<file path="src/rtl/uart_pkg.sv">
// Shared UART definitions: FSM state encoding, parity polarity and line levels.
// Used by both the transmit and receive paths.
package uart_pkg;

    typedef enum logic [2:0] {
        IDLE   = 3'd0,
        START  = 3'd1,
        DATA   = 3'd2,
        PARITY = 3'd3,
        STOP   = 3'd4
    } uart_state_e;

    localparam logic PAR_EVEN  = 1'b0;
    localparam logic PAR_ODD   = 1'b1;

    localparam logic LINE_IDLE = 1'b1;
    localparam logic START_BIT = 1'b0;
    localparam logic STOP_BIT  = 1'b1;

endpackage

</file>
<file path="src/rtl/uart_parity_gen.sv">
// Combinational parity generator: par_type 0 = even, 1 = odd.
// Shared with receive-side reference models.
module uart_parity_gen
    import uart_pkg::*;
#(
    parameter int DATA_WIDTH = 8
) (
    input  logic [DATA_WIDTH-1:0] data,
    input  logic                  par_type,
    output logic                  par_bit
);

    assign par_bit = (par_type == PAR_ODD) ? ~^data : ^data;

endmodule

</file>
<file path="src/rtl/uart_tx.sv">
// UART transmitter: start bit, DATA_WIDTH data bits LSB first, optional parity, stop.
// Define UART_TX_TWO_STOP_EN to send two stop bits instead of one.
module uart_tx
    import uart_pkg::*;
#(
    parameter int DATA_WIDTH   = 8,
    parameter int CLKS_PER_BIT = 16,
    parameter int CNT_W        = $clog2(CLKS_PER_BIT)
) (
    input  logic                  CLK,
    input  logic                  RST,
    input  logic [DATA_WIDTH-1:0] p_data,
    input  logic                  data_valid,
    input  logic                  par_en,
    input  logic                  par_type,
    output logic                  tx_out,
    output logic                  busy
);

    localparam int BIT_W = $clog2(DATA_WIDTH + 1);
    localparam logic [CNT_W-1:0] CNT_LAST = CNT_W'(CLKS_PER_BIT - 1);
    localparam logic [BIT_W-1:0] BIT_LAST = BIT_W'(DATA_WIDTH - 1);

    uart_state_e           state_q, state_d;
    logic [CNT_W-1:0]      cnt_q, cnt_d;
    logic [BIT_W-1:0]      bit_q, bit_d;
    logic [DATA_WIDTH-1:0] shreg_q, shreg_d;
    logic [DATA_WIDTH-1:0] data_q, data_d;
    logic                  par_en_q, par_en_d;
    logic                  par_type_q, par_type_d;
    logic                  tx_q, tx_d;
    logic                  busy_q, busy_d;
    logic                  bit_end;
    logic                  par_bit;

    // Parity comes from the latched byte so it is unaffected by shifting.
    uart_parity_gen #(.DATA_WIDTH(DATA_WIDTH)) u_parity (
        .data     (data_q),
        .par_type (par_type_q),
        .par_bit  (par_bit)
    );

    always_ff @(posedge CLK or negedge RST) begin
        if (!RST) begin
            state_q    <= IDLE;
            cnt_q      <= '0;
            bit_q      <= '0;
            shreg_q    <= '0;
            data_q     <= '0;
            par_en_q   <= 1'b0;
            par_type_q <= 1'b0;
            tx_q       <= LINE_IDLE;
            busy_q     <= 1'b0;
        end else begin
            state_q    <= state_d;
            cnt_q      <= cnt_d;
            bit_q      <= bit_d;
            shreg_q    <= shreg_d;
            data_q     <= data_d;
            par_en_q   <= par_en_d;
            par_type_q <= par_type_d;
            tx_q       <= tx_d;
            busy_q     <= busy_d;
        end
    end

    always_comb begin
        state_d    = state_q;
        cnt_d      = cnt_q;
        bit_d      = bit_q;
        shreg_d    = shreg_q;
        data_d     = data_q;
        par_en_d   = par_en_q;
        par_type_d = par_type_q;
        bit_end    = (cnt_q == CNT_LAST);

        if (state_q != IDLE) begin
            cnt_d = bit_end ? '0 : cnt_q + CNT_W'(1);
        end

        case (state_q)
            IDLE: begin
                if (data_valid) begin
                    state_d    = START;
                    cnt_d      = '0;
                    bit_d      = '0;
                    shreg_d    = p_data;
                    data_d     = p_data;
                    par_en_d   = par_en;
                    par_type_d = par_type;
                end
            end
            START: begin
                if (bit_end) state_d = DATA;
            end
            DATA: begin
                if (bit_end) begin
                    shreg_d = shreg_q >> 1;
                    if (bit_q == BIT_LAST) begin
                        bit_d   = '0;
                        state_d = par_en_q ? PARITY : STOP;
                    end else begin
                        bit_d = bit_q + BIT_W'(1);
                    end
                end
            end
            PARITY: begin
                if (bit_end) state_d = STOP;
            end
            STOP: begin
                if (bit_end) begin
`ifdef UART_TX_TWO_STOP_EN
                    // bit_q counts stop bits already sent.
                    if (bit_q == '0) begin
                        bit_d = BIT_W'(1);
                    end else begin
                        bit_d   = '0;
                        state_d = IDLE;
                    end
`else
                    state_d = IDLE;
`endif
                end
            end
            default: state_d = IDLE;
        endcase

        // Outputs are registered, so they are derived from the next state.
        case (state_d)
            START:   tx_d = START_BIT;
            DATA:    tx_d = shreg_d[0];
            PARITY:  tx_d = par_bit;
            STOP:    tx_d = STOP_BIT;
            default: tx_d = LINE_IDLE;
        endcase
        busy_d = (state_d != IDLE);
    end

    assign tx_out = tx_q;
    assign busy   = busy_q;

endmodule
</file>
<file path="config.mk">
export PLATFORM = sky130hd
export DESIGN_NAME = uart_tx
export DESIGN_NICKNAME = d
export VERILOG_FILES = /design/src/rtl/uart_pkg.sv /design/src/rtl/uart_parity_gen.sv /design/src/rtl/uart_tx.sv
export SDC_FILE = /design/constraint.sdc
export NUM_CORES = 1
export LEC_CHECK = 0
export BUFFER_PORTS_ARGS = -buffer_cell sky130_fd_sc_hd__buf_2
export CAP_MARGIN = 20
export CORE_AREA = 3 3 67 69
export DETAILED_ROUTE_END_ITERATION = 12
export DIE_AREA = 0 0 70 72
export PLACE_DENSITY = 0.63
export SETUP_SLACK_MARGIN = 0.4
export SYNTH_ARGS = -nofsm -noshare
export SYNTH_HDL_FRONTEND = slang
export SYNTH_SLANG_ARGS = --single-unit
</file>
<file path="constraint.sdc">
create_clock -name CLK -period 3.2 [get_ports CLK]
set_input_delay 0.32 -clock CLK [delete_from_list [all_inputs] [get_ports CLK]]
set_output_delay 0.32 -clock CLK [all_outputs]
set_load 0.01 [all_outputs]
</file>
==> results of run 1 <==
[sequential cells by signal, indices dropped and copies added (netlist names)]
name,cells
cnt_q,4
par_en_q,1
bit_q,4
state_q,3
par_type_q,1
busy,1
shreg_q,8
data_q,8
tx_out,1
[logic make-up (layout without fill, tap and decap cells)]
group,after synthesis,in the layout
xor gates and xnor gates,8,8
buffers and inverters,11,25
adders and majority gates,2,2
AOI/OAI and AO/OA,21,21
and+or+nand+nor,80,80
DFF,31,31
[worst paths after layout]
| check | startpoint | to | slack (ps) | cells past startpoint |
|---|---|---|---|---|
| min in group CLK | par_type | par_type_q | 230 | 3 |
| max in group asynchronous | RST | busy | 2680 | 1 |
| min | RST | cnt_q[0] | 70 | 1 |
| max reg2reg | state_q[1] | bit_q[3] | 1140 | 4 |
| min reg2reg | shreg_q[5] | shreg_q[5] | 480 | 2 |
| max | state_q[1] | bit_q[3] | 1140 | 4 |
[cells in the mapped netlist, types with 2 or more instances]
cell type                  count  area [um2]
sky130_fd_sc_hd__inv_1         3        11.3
sky130_fd_sc_hd__nand2_1      54         203
sky130_fd_sc_hd__o31ai_1       2        15.0
sky130_fd_sc_hd__buf_2         2        10.0
sky130_fd_sc_hd__nand4_1       2        12.5
sky130_fd_sc_hd__xnor2_1       5        43.8
sky130_fd_sc_hd__nor2_1        5        18.8
sky130_fd_sc_hd__ha_1          2        25.0
sky130_fd_sc_hd__a21oi_1       3        15.0
sky130_fd_sc_hd__dfrtp_1      30         751
sky130_fd_sc_hd__o21ai_0       8        40.0
sky130_fd_sc_hd__nand3b_1      2        15.0
sky130_fd_sc_hd__buf_6         3        33.8
sky130_fd_sc_hd__xor2_1        2        17.5
sky130_fd_sc_hd__nand3_1       7        35.0
[cell type report]
type | count | area (um2)
sequential | 31 | 777
multi-input combinational | 111 | 643
timing repair buffer | 14 | 70.1
inverter | 3 | 11.3
fill | 411 | 2320
tap | 50 | 62.6
clock buffer | 5 | 68.8
clock inverter | 3 | 15.0
[placed cells by master, fill, tap and decap left out]
cell type,Yosys,layout
sky130_fd_sc_hd__xnor2_1,5,5
sky130_fd_sc_hd__a21oi_1,3,3
sky130_fd_sc_hd__a21o_2,1,1
sky130_fd_sc_hd__nand3b_1,2,2
sky130_fd_sc_hd__nand2_1,54,54
sky130_fd_sc_hd__o21bai_1,1,1
sky130_fd_sc_hd__clkinv_2,0,3
sky130_fd_sc_hd__o22ai_1,1,1
sky130_fd_sc_hd__ha_1,2,2
sky130_fd_sc_hd__o31ai_1,2,2
sky130_fd_sc_hd__nor3b_4,1,1
sky130_fd_sc_hd__a311o_4,1,1
sky130_fd_sc_hd__xor2_1,2,2
sky130_fd_sc_hd__clkbuf_8,1,5
sky130_fd_sc_hd__o21ai_0,8,8
sky130_fd_sc_hd__a311o_2,1,1
sky130_fd_sc_hd__nand3_1,7,7
sky130_fd_sc_hd__nor3_1,1,1
sky130_fd_sc_hd__nor4b_4,1,1
sky130_fd_sc_hd__or4b_1,1,1
sky130_fd_sc_hd__nor3b_1,1,1
sky130_fd_sc_hd__dfstp_2,1,1
sky130_fd_sc_hd__and3_4,1,1
sky130_fd_sc_hd__buf_2,2,14
sky130_fd_sc_hd__and3_1,1,1
sky130_fd_sc_hd__or3_2,1,1
sky130_fd_sc_hd__o21ai_1,1,1
sky130_fd_sc_hd__inv_1,3,3
sky130_fd_sc_hd__a32oi_1,1,1
sky130_fd_sc_hd__nand4_1,2,2
sky130_fd_sc_hd__o211ai_1,1,1
sky130_fd_sc_hd__and2_4,1,1
sky130_fd_sc_hd__xnor3_1,1,1
sky130_fd_sc_hd__dfrtp_1,30,30
sky130_fd_sc_hd__nor2_1,5,5
sky130_fd_sc_hd__or3_1,1,1
[power breakdown]
part	switching, mW	internal (mW)
Sequential	0.138	0.563
Combinational	0.278	0.296
Clock	0.143	0.148
[metrics by stage]
stage | area, um2 | total power, mW | hold slack (ps) | std cells
after floorplan | 1500 | 1.17 | 24.4 | 153
after global routing | 1650 | 1.71 | 129 | 217
after detailed placement | 1560 | 1.29 | 400 | 209
after CTS | 1650 | 1.59 | 95.3 | 217
after global placement | 1560 | 1.24 | 382 | 209
final | 1650 | 1.57 | 72.2 | 217
[metal layers]
layer / part of all wire / wire [um] / vias up
met5: 0 / 0 / -
met4: 0.020 / 57 / 0
met3: 0.047 / 135 / 6
met2: 0.53 / 1520 / 24
met1: 0.41 / 1180 / 532
li1: - / - / 537
[worst max-delay path, cell delays in order, from the launching register on]
cell,delay [ps]
sky130_fd_sc_hd__dfrtp_1,490
sky130_fd_sc_hd__nor4b_4,750
sky130_fd_sc_hd__nor2_1,340
sky130_fd_sc_hd__o21ai_0,270
sky130_fd_sc_hd__o31ai_1,90
==> reports/qor.yml, run 1 <==
outcome: "finished, final reports clean"
worst_slew_pin_slew_ps: 757
flow.area_growth_from_synthesis_pct: 9.84
vdd_drop_max_mv: 0.441
via_count: 1099
groute.usage.overall: 0.136
postSynth.asyncResetShare: 1.00
timing.final.crit_share: 0.643
max-cap-violations: 0
remaining_drc_errors: 0
first_global_vias: 1118
synth.net_count: 168
antenna_cells: 0
floorplan.die_area_mm2: 0.00504
clockRootBuffer: "sky130_fd_sc_hd__clkbuf_8"
gr-usage-met3: 0.0457
drv_slew: 0
std_cell_rows: 23
synth_xor_xnor_area_share: 0.0559
ys.flop_type: "sky130_fd_sc_hd__dfrtp_1"
gr-usage-met1: 0.154
maximum_number_of_pins_on_one_net_before_global_route_repair: 32
gp_congestion: 0.739
postSynthAreaPerCell_um2: 9.81
cts_post_setup_buffers_inserted: 0
post_cts_hold_buffer_count: 0
synth_simple_gate_area_share: 0.259
cts.reportedPaths.clkPinSlew_ps: 60
synth_cells: 153
synth_top_family_by_area: "simple AND/OR/NAND/NOR gates"
final_nets: 181
max_clock_freq_ghz: 0.486
postSynthRegisterBits: 31
worst_slew_margin_rel: 0.493
clock_path_buffers: 2
io_pins: 15
grt_setup_unrepaired: "false"
timing.critical_path.fanout_max: 15
route.final.wire_length_um: 2890
synth-warning-count: 0
floorplan.die.width_um: 70
ys_seq_area_frac: 0.518
dpl.hpwl_um: 2080
finalHoldViolations: 0
die_height_um: 72
synth_compound_gate_area_share: 0.0967
grt_pass1_wl_um: 5270
drive_gt1_frac: 0.186
hold_path.class: "input pin to async pin"
cts_buffers: 5
end_kind: "register"
routed_wire_length_per_instance_um: 13.3
first_pass_iteration_count_of_the_detailed_router: 5
clock_insertion_delay_worst_skew_ps: 280
antenna_violating_nets_post_route: 0
globalRouteOverflowTotal: 0
tritoncts: "done"
top_usage_layer: "met2"
cts.sinks: 31
worstSetupPathType: "register to register"
post-place-ws_ps: 1130
gr-usage-met2: 0.237
drt_first_iter_violations: 32
drt-vias-per-instance: 5.06
number_of_gates_given_a_new_drive_strength_after_cts: 0
synth_edf_count: 0
setup-violations-final: 0
grt_antenna_before_repair: 0
cts-htree-levels: 2
setup_tns_ps: 0
p_leak_nw: 0.805
muxShareOfSynthArea: 0
timing.clock.skew_ps: 6.46
layout_setup_ws_ps: 1140
yosys_cell_types: 38
arrival_ps: 2220
worst_ep_required_time_ps: 3360
fin_crit_ps: 2060
p_per_area_mw_per_mm2: 950
timing.critical_path.from_type: "register"
yosys.area_share.adder: 0.0167
initial_core_utilization: 0.378
core-area_mm2: 0.00397
syn_area_mm2: 0.00150
port_buffers: 14
finish.utilization: 0.415
Power figures use the tool's default switching activity.
==> run 2: changes to the inputs <==
PLACE_DENSITY = 0.66   (was 0.63)
clock period = 1.7 ns   (was 3.2 ns; I/O delays follow)
==> run 2 against run 1 <==
  * Highest routed layer unchanged
  * Die area unchanged
  * Combinational power increased to 3.0 times the previous value
  * Setup slack got worse by 940 ps
  * First-iteration DRC count increased by 91%
  * Via count increased by 8.7%
  * Count of clock-buffer cells in the layout increased by 3
  * Non-clock buffer count increased by 28
==> reports/qor.yml, run 2 (synthesis gave the netlist of run 1 again) <==
route.final.wire_length_um: 3380  # +17%
globalRouteOverflowTotal: 0  # unchanged
end_kind: "register"
port_buffers: 14  # unchanged
final_nets: 210  # +16%
io_pins: 15  # unchanged
cts.reportedPaths.clkPinSlew_ps: 60  # about the same
r2r_setup_slack_ps: 200  # -940 ps
via_count: 1195  # +8.7%
worst_slew_pin_slew_ps: 708  # -48.6 ps
max_clock_freq_ghz: 0.667  # +37%
grt_antenna_before_repair: 0  # unchanged
grt_pass1_wl_um: 5440  # +3.3%
cp_slowest_stage_delay_ps: 410  # -340 ps
cts-htree-levels: 2  # unchanged
remaining_drc_errors: 0  # unchanged
routed_wire_length_per_instance_um: 13.7  # +2.9%
die_height_um: 72  # unchanged
grt_setup_unrepaired: "true"
cts.sinks: 31  # unchanged
p_per_area_mw_per_mm2: 1720  # +81%
core-area_mm2: 0.00397  # unchanged
n_fill_cell: 353  # -14%
drt-vias-per-instance: 4.86  # -4.1%
first_pass_iteration_count_of_the_detailed_router: 4  # -1
area_occupied_by_multi_input_gates_um2: 896  # +39%
clock_path_buffers: 2  # unchanged
drt_first_iter_violations: 61  # +91%
final-seq-area_um2: 781  # +0.48%
timing.critical_path.from_type: "register"
floorplan.die.width_um: 70  # unchanged
worstSetupPathType: "register to register"
largestRegisters: "data_q (8), shreg_q (8)"
hold_path.class: "input pin to register"
floorplan.die_area_mm2: 0.00504  # unchanged
max-cap-violations: 0  # unchanged
timing.clock.skew_ps: 4.24  # -2.21 ps
first_global_vias: 1178  # +5.4%
dpl.hpwl_um: 1940  # -6.4%
finish.utilization: 0.546  # +0.131
tritoncts: "done"
finalHoldViolations: 0  # unchanged
std_cell_rows: 23  # unchanged
crit_chain: "ha_4, and3_4, and2_4, a311o_4, nand2_1, o22ai_2"
clockRootBuffer: "sky130_fd_sc_hd__clkbuf_8"
initial_core_utilization: 0.378  # unchanged
maximum_number_of_pins_on_one_net_before_global_route_repair: 32  # unchanged
worst_ep_required_time_ps: 1910  # -1450 ps
clock_insertion_delay_worst_skew_ps: 280  # about the same
layout.cells.most_common: "sky130_fd_sc_hd__nand2_1"
gp_congestion: 0.754  # +2.1%
drive_gt1_frac: 0.505  # +0.319
flow.area_growth_from_synthesis_pct: 44.5
mostFrequentLayoutCells: "41 x sky130_fd_sc_hd__nand2_1, 27 x sky130_fd_sc_hd__dfrtp_1, 20 x sky130_fd_sc_hd__buf_4, 14 x sky130_fd_sc_hd__buf_2, 9 x sky130_fd_sc_hd__nand2_4"
antenna_cells: 0  # unchanged
groute.usage.overall: 0.138  # +0.00165
timing.final.crit_share: 0.882  # +0.239
arrival_ps: 1710  # -510 ps
slowest_cp_cell: "sky130_fd_sc_hd__dfrtp_1"
antenna_violating_nets_post_route: 0  # unchanged
cts_buffers: 5  # unchanged
fin_crit_ps: 1500  # -558 ps
vdd_drop_max_mv: 0.965  # +120%
timing.critical_path.fanout_max: 5  # -10
drv_slew: 0  # unchanged
p_leak_nw: 1.10  # +36%
worst_slew_margin_rel: 0.528  # +0.0345
setup-violations-final: 0  # unchanged
setup_tns_ps: 0  # unchanged
outcome: "finished, final reports clean"
## run 2: cell type report
cell class	instances	share of cell area
Timing Repair Buffer	42	0.147
Sequential cell	31	0.360
Inverter	3	0.00519
Tap cell	50	0.0289
Clock buffer	8	0.0462
Multi-Input combinational cell	112	0.413
## run 2: metrics by stage
| step | worst slack [ps] | hold slack (ps) | instance area [um2] | cells | total power [mW] |
|---|---|---|---|---|---|
| after global routing | 104 | 87.6 | 2170 | 246 | 4.02 |
| final | 200 | 82.9 | 2170 | 246 | 3.73 |
| after CTS | 190 | 79.6 | 1930 | 237 | 3.42 |
| after global placement | 129 | 246 | 1620 | 215 | 2.45 |
| after floorplan | 69.7 | -126 | 1530 | 153 | 2.23 |
| after detailed placement | 89.7 | 251 | 1620 | 215 | 2.48 |
## run 2: path summary, 6_finish.rpt
kind | from | end | cells after the start
setup / recovery | cnt_q[1] | tx_out | 6
hold reg to reg | data_q[3] | data_q[3] | 2
hold / removal | par_type | par_type_q | 3
min in group asynchronous | RST | busy | 2
setup reg to reg | cnt_q[1] | tx_out | 6
max in group asynchronous | RST | state_q[2] | 2
## run 2: routing by layer
layer	vias up	share of wire	GRT usage
met5	-	0	0
met4	0	0.015	0.0511
met3	7	0.036	0.0485
met2	19	0.53	0.233
met1	571	0.42	0.163
li1	598	-	-
## run 2: power breakdown
part / total [mW] / internal (mW) / switching, mW
Combinational: 1.72 / 0.963 / 0.755
Sequential: 1.39 / 1.07 / 0.321
Clock: 0.630 / 0.369 / 0.261
Total: 3.73 / 2.40 / 1.34
## run 2: worst max-delay path: cells and delay by family, from the launching register on
family	cells	cell delay, ps
adder cells (fa/ha/maj)	1	180
AO/OA/AOI/OAI	2	400
flip-flops	1	410
AND/OR/NAND/NOR	3	430
## run 2: repair_timing
| item | in CTS | in global routing |
|---|---|---|
| pin swaps | 19 | 16 |
| endpoints found under the setup margin | 30 | 31 |
| resized for setup | 30 | 42 |
| setup buffers | 11 | 9 |
| endpoints found under the hold margin | 30 | 0 |
| cloned | 2 | 0 |
| hold buffers | 1 | 0 |
==> run 3: changes to the inputs <==
PLACE_DENSITY = not set   (was 0.66)
clock period = 1.6 ns   (was 1.7 ns; I/O delays follow)
==> run 3 against run 2 <==
  * Wire length increased by 0.47%
  * Maximum frequency about the same
  * Cell count down 1.6%
  * Critical path type unchanged
==> reports/qor.yml, run 3 (synthesis gave the netlist of run 1 again) <==
outcome: "finished, final reports clean"
max-cap-violations: 0  # unchanged
std_cell_rows: 23  # unchanged
setup.worst_path.start: "bit_q[1]"
area_occupied_by_multi_input_gates_um2: 847  # -5.4%
r2r_cells: 6  # unchanged
timing.final.crit_share: 0.937  # +0.0543
remaining_drc_errors: 0  # unchanged
cts-htree-levels: 2  # unchanged
instances_no_fill: 242  # -1.6%
gr-usage-met1: 0.172  # +0.00842
dp.cells: 218  # +1.4%
p_per_area_mw_per_mm2: 1890  # +9.7%
globalRouteOverflowTotal: 0  # unchanged
finish.utilization: 0.520  # -0.0255
worst_ep_required_time_ps: 1810  # -100 ps
final-seq-area_um2: 781  # unchanged
setup-violations-final: 0  # unchanged
vdd_drop_max_mv: 1.05  # +8.5%
drt-vias-per-instance: 5.06  # +4.2%
worst_r2r_endpoint: "tx_out"
final_nets: 206  # -1.9%
first_global_vias: 1270  # +7.8%
antenna_cells: 0  # unchanged
grt_setup_unrepaired: "true"
first_pass_iteration_count_of_the_detailed_router: 4  # unchanged
worst_setup_path_endpoint: "tx_out"
layout_setup_ws_ps: 101  # -98.7 ps
fin_crit_ps: 1500  # -1.34 ps
antenna_violating_nets_post_route: 0  # unchanged
hold_start: "par_type"
worst_slew_margin_rel: 0.536  # +0.00808
hold_path.class: "input pin to register"
via_count: 1225  # +2.5%
cts.reportedPaths.clkPinSlew_ps: 70  # about the same
clockRootBuffer: "sky130_fd_sc_hd__clkbuf_8"
dpl.hpwl_um: 2130  # +9.8%
p_leak_nw: 0.986  # -9.9%
timing.critical_path.from_type: "register"
initial_core_utilization: 0.378  # unchanged
finalHoldViolations: 0  # unchanged
groute.usage.overall: 0.144  # +0.00610
largestRegisters: "data_q (8), shreg_q (8)"
port_buffers: 14  # unchanged
setup_tns_ps: 0  # unchanged
mostFrequentLayoutCells: "34 x sky130_fd_sc_hd__nand2_1, 27 x sky130_fd_sc_hd__dfrtp_1, 17 x sky130_fd_sc_hd__buf_4, 14 x sky130_fd_sc_hd__buf_2, 12 x sky130_fd_sc_hd__nand2_2"
tritoncts: "done"
total_power_mw: 3.90  # +4.5%
arrival_ps: 1710  # about the same
floorplan.die_area_mm2: 0.00504  # unchanged
cts.sinks: 31  # unchanged
clock_path_buffers: 2  # unchanged
grt_antenna_before_repair: 0  # unchanged
timing.critical_path.fanout_max: 4  # -1
layout.cells.most_common: "sky130_fd_sc_hd__nand2_1"
maximum_number_of_pins_on_one_net_before_global_route_repair: 32  # unchanged
r2r_setup_slack_ps: 100  # -100 ps
top_usage_layer: "met2"
route.final.wire_length_um: 3390  # +0.47%
gp_congestion: 0.881  # +17%
die_height_um: 72  # unchanged
worst_slew_pin_slew_ps: 696  # -12.1 ps
gr-usage-met3: 0.0291  # -0.0194
rr_startpoint: "bit_q[1]"
clock_insertion_delay_worst_skew_ps: 280  # about the same
cts_buffers: 5  # unchanged
end_kind: "register"
grt_pass1_wl_um: 5680  # +4.3%
post-place-ws_ps: 17.1  # -72.6 ps
floorplan.die.width_um: 70  # unchanged
flow.area_growth_from_synthesis_pct: 37.8
io_pins: 15  # unchanged
drt_first_iter_violations: 47  # -23%
drv_slew: 0  # unchanged
worstSetupPathType: "register to register"
drive_gt1_frac: 0.505  # about the same
timing.clock.skew_ps: 8.72  # +4.48 ps
routed_wire_length_per_instance_um: 14.0  # +2.1%
n_fill_cell: 363  # +2.8%
gr-usage-met2: 0.250  # +0.0168
core-area_mm2: 0.00397  # unchanged
max_clock_freq_ghz: 0.667  # about the same
run 3: worst min-delay path by stage:
stage / end / slack (ps) / cells after the start
2_1_floorplan: bit_q[0] / -140 / 0
3_3_place_gp: state_q[2] / 240 / 1
3_5_place_dp: busy / 250 / 1
4_1_cts: par_type_q / 70 / 3
5_1_grt: par_en_q / 80 / 3
6_report: par_type_q / 80 / 3
run 3: timing repair:
action,4_1_cts,5_1_grt
resized for setup,22,43
gates cloned,1,1
pin swaps,11,7
endpoints found under the setup margin,31,31
hold endpoints to repair,30,0
hold buffers,1,0
buffers inserted,10,3
run 3: stage by stage:
step	hold slack (ps)	instance area [um2]
after global routing	83.1	2070
final	76.2	2070
after global placement	239	1650
after detailed placement	246	1650
after CTS	71.7	1900
after floorplan	-136	1540
run 3: layout make-up:
class                      instances  area share
tap                               50      0.0303
inverter                           3     0.00545
clock inverter                     1     0.00242
clock buffer                       7      0.0369
multi-input combinational        112       0.410
timing repair buffer              38       0.137
sequential                        31       0.378
run 3: report_power, final:
group / internal, mW / switching (mW) / total, mW
registers: 1.13 / 0.331 / 1.46
logic: 1.05 / 0.806 / 1.86
clock network: 0.305 / 0.281 / 0.586
total: 2.49 / 1.42 / 3.90
run 3: worst max-delay path, stage by stage (launching register included):
cell and delay (ps):
sky130_fd_sc_hd__dfrtp_1 390, sky130_fd_sc_hd__ha_2 180, sky130_fd_sc_hd__nand3b_1 160, sky130_fd_sc_hd__o21bai_2 90
sky130_fd_sc_hd__a311o_2 430, sky130_fd_sc_hd__nor2_2 100, sky130_fd_sc_hd__o22ai_2 80
run 3: per-layer routing:
| layer | vias to the layer above | share of wire |
|---|---|---|
| met2 | 24 | 0.52 |
| met1 | 603 | 0.43 |
| met4 | 0 | 0.025 |
| met3 | 9 | 0.029 |
| met5 | - | 0 |
| li1 | 589 | - |
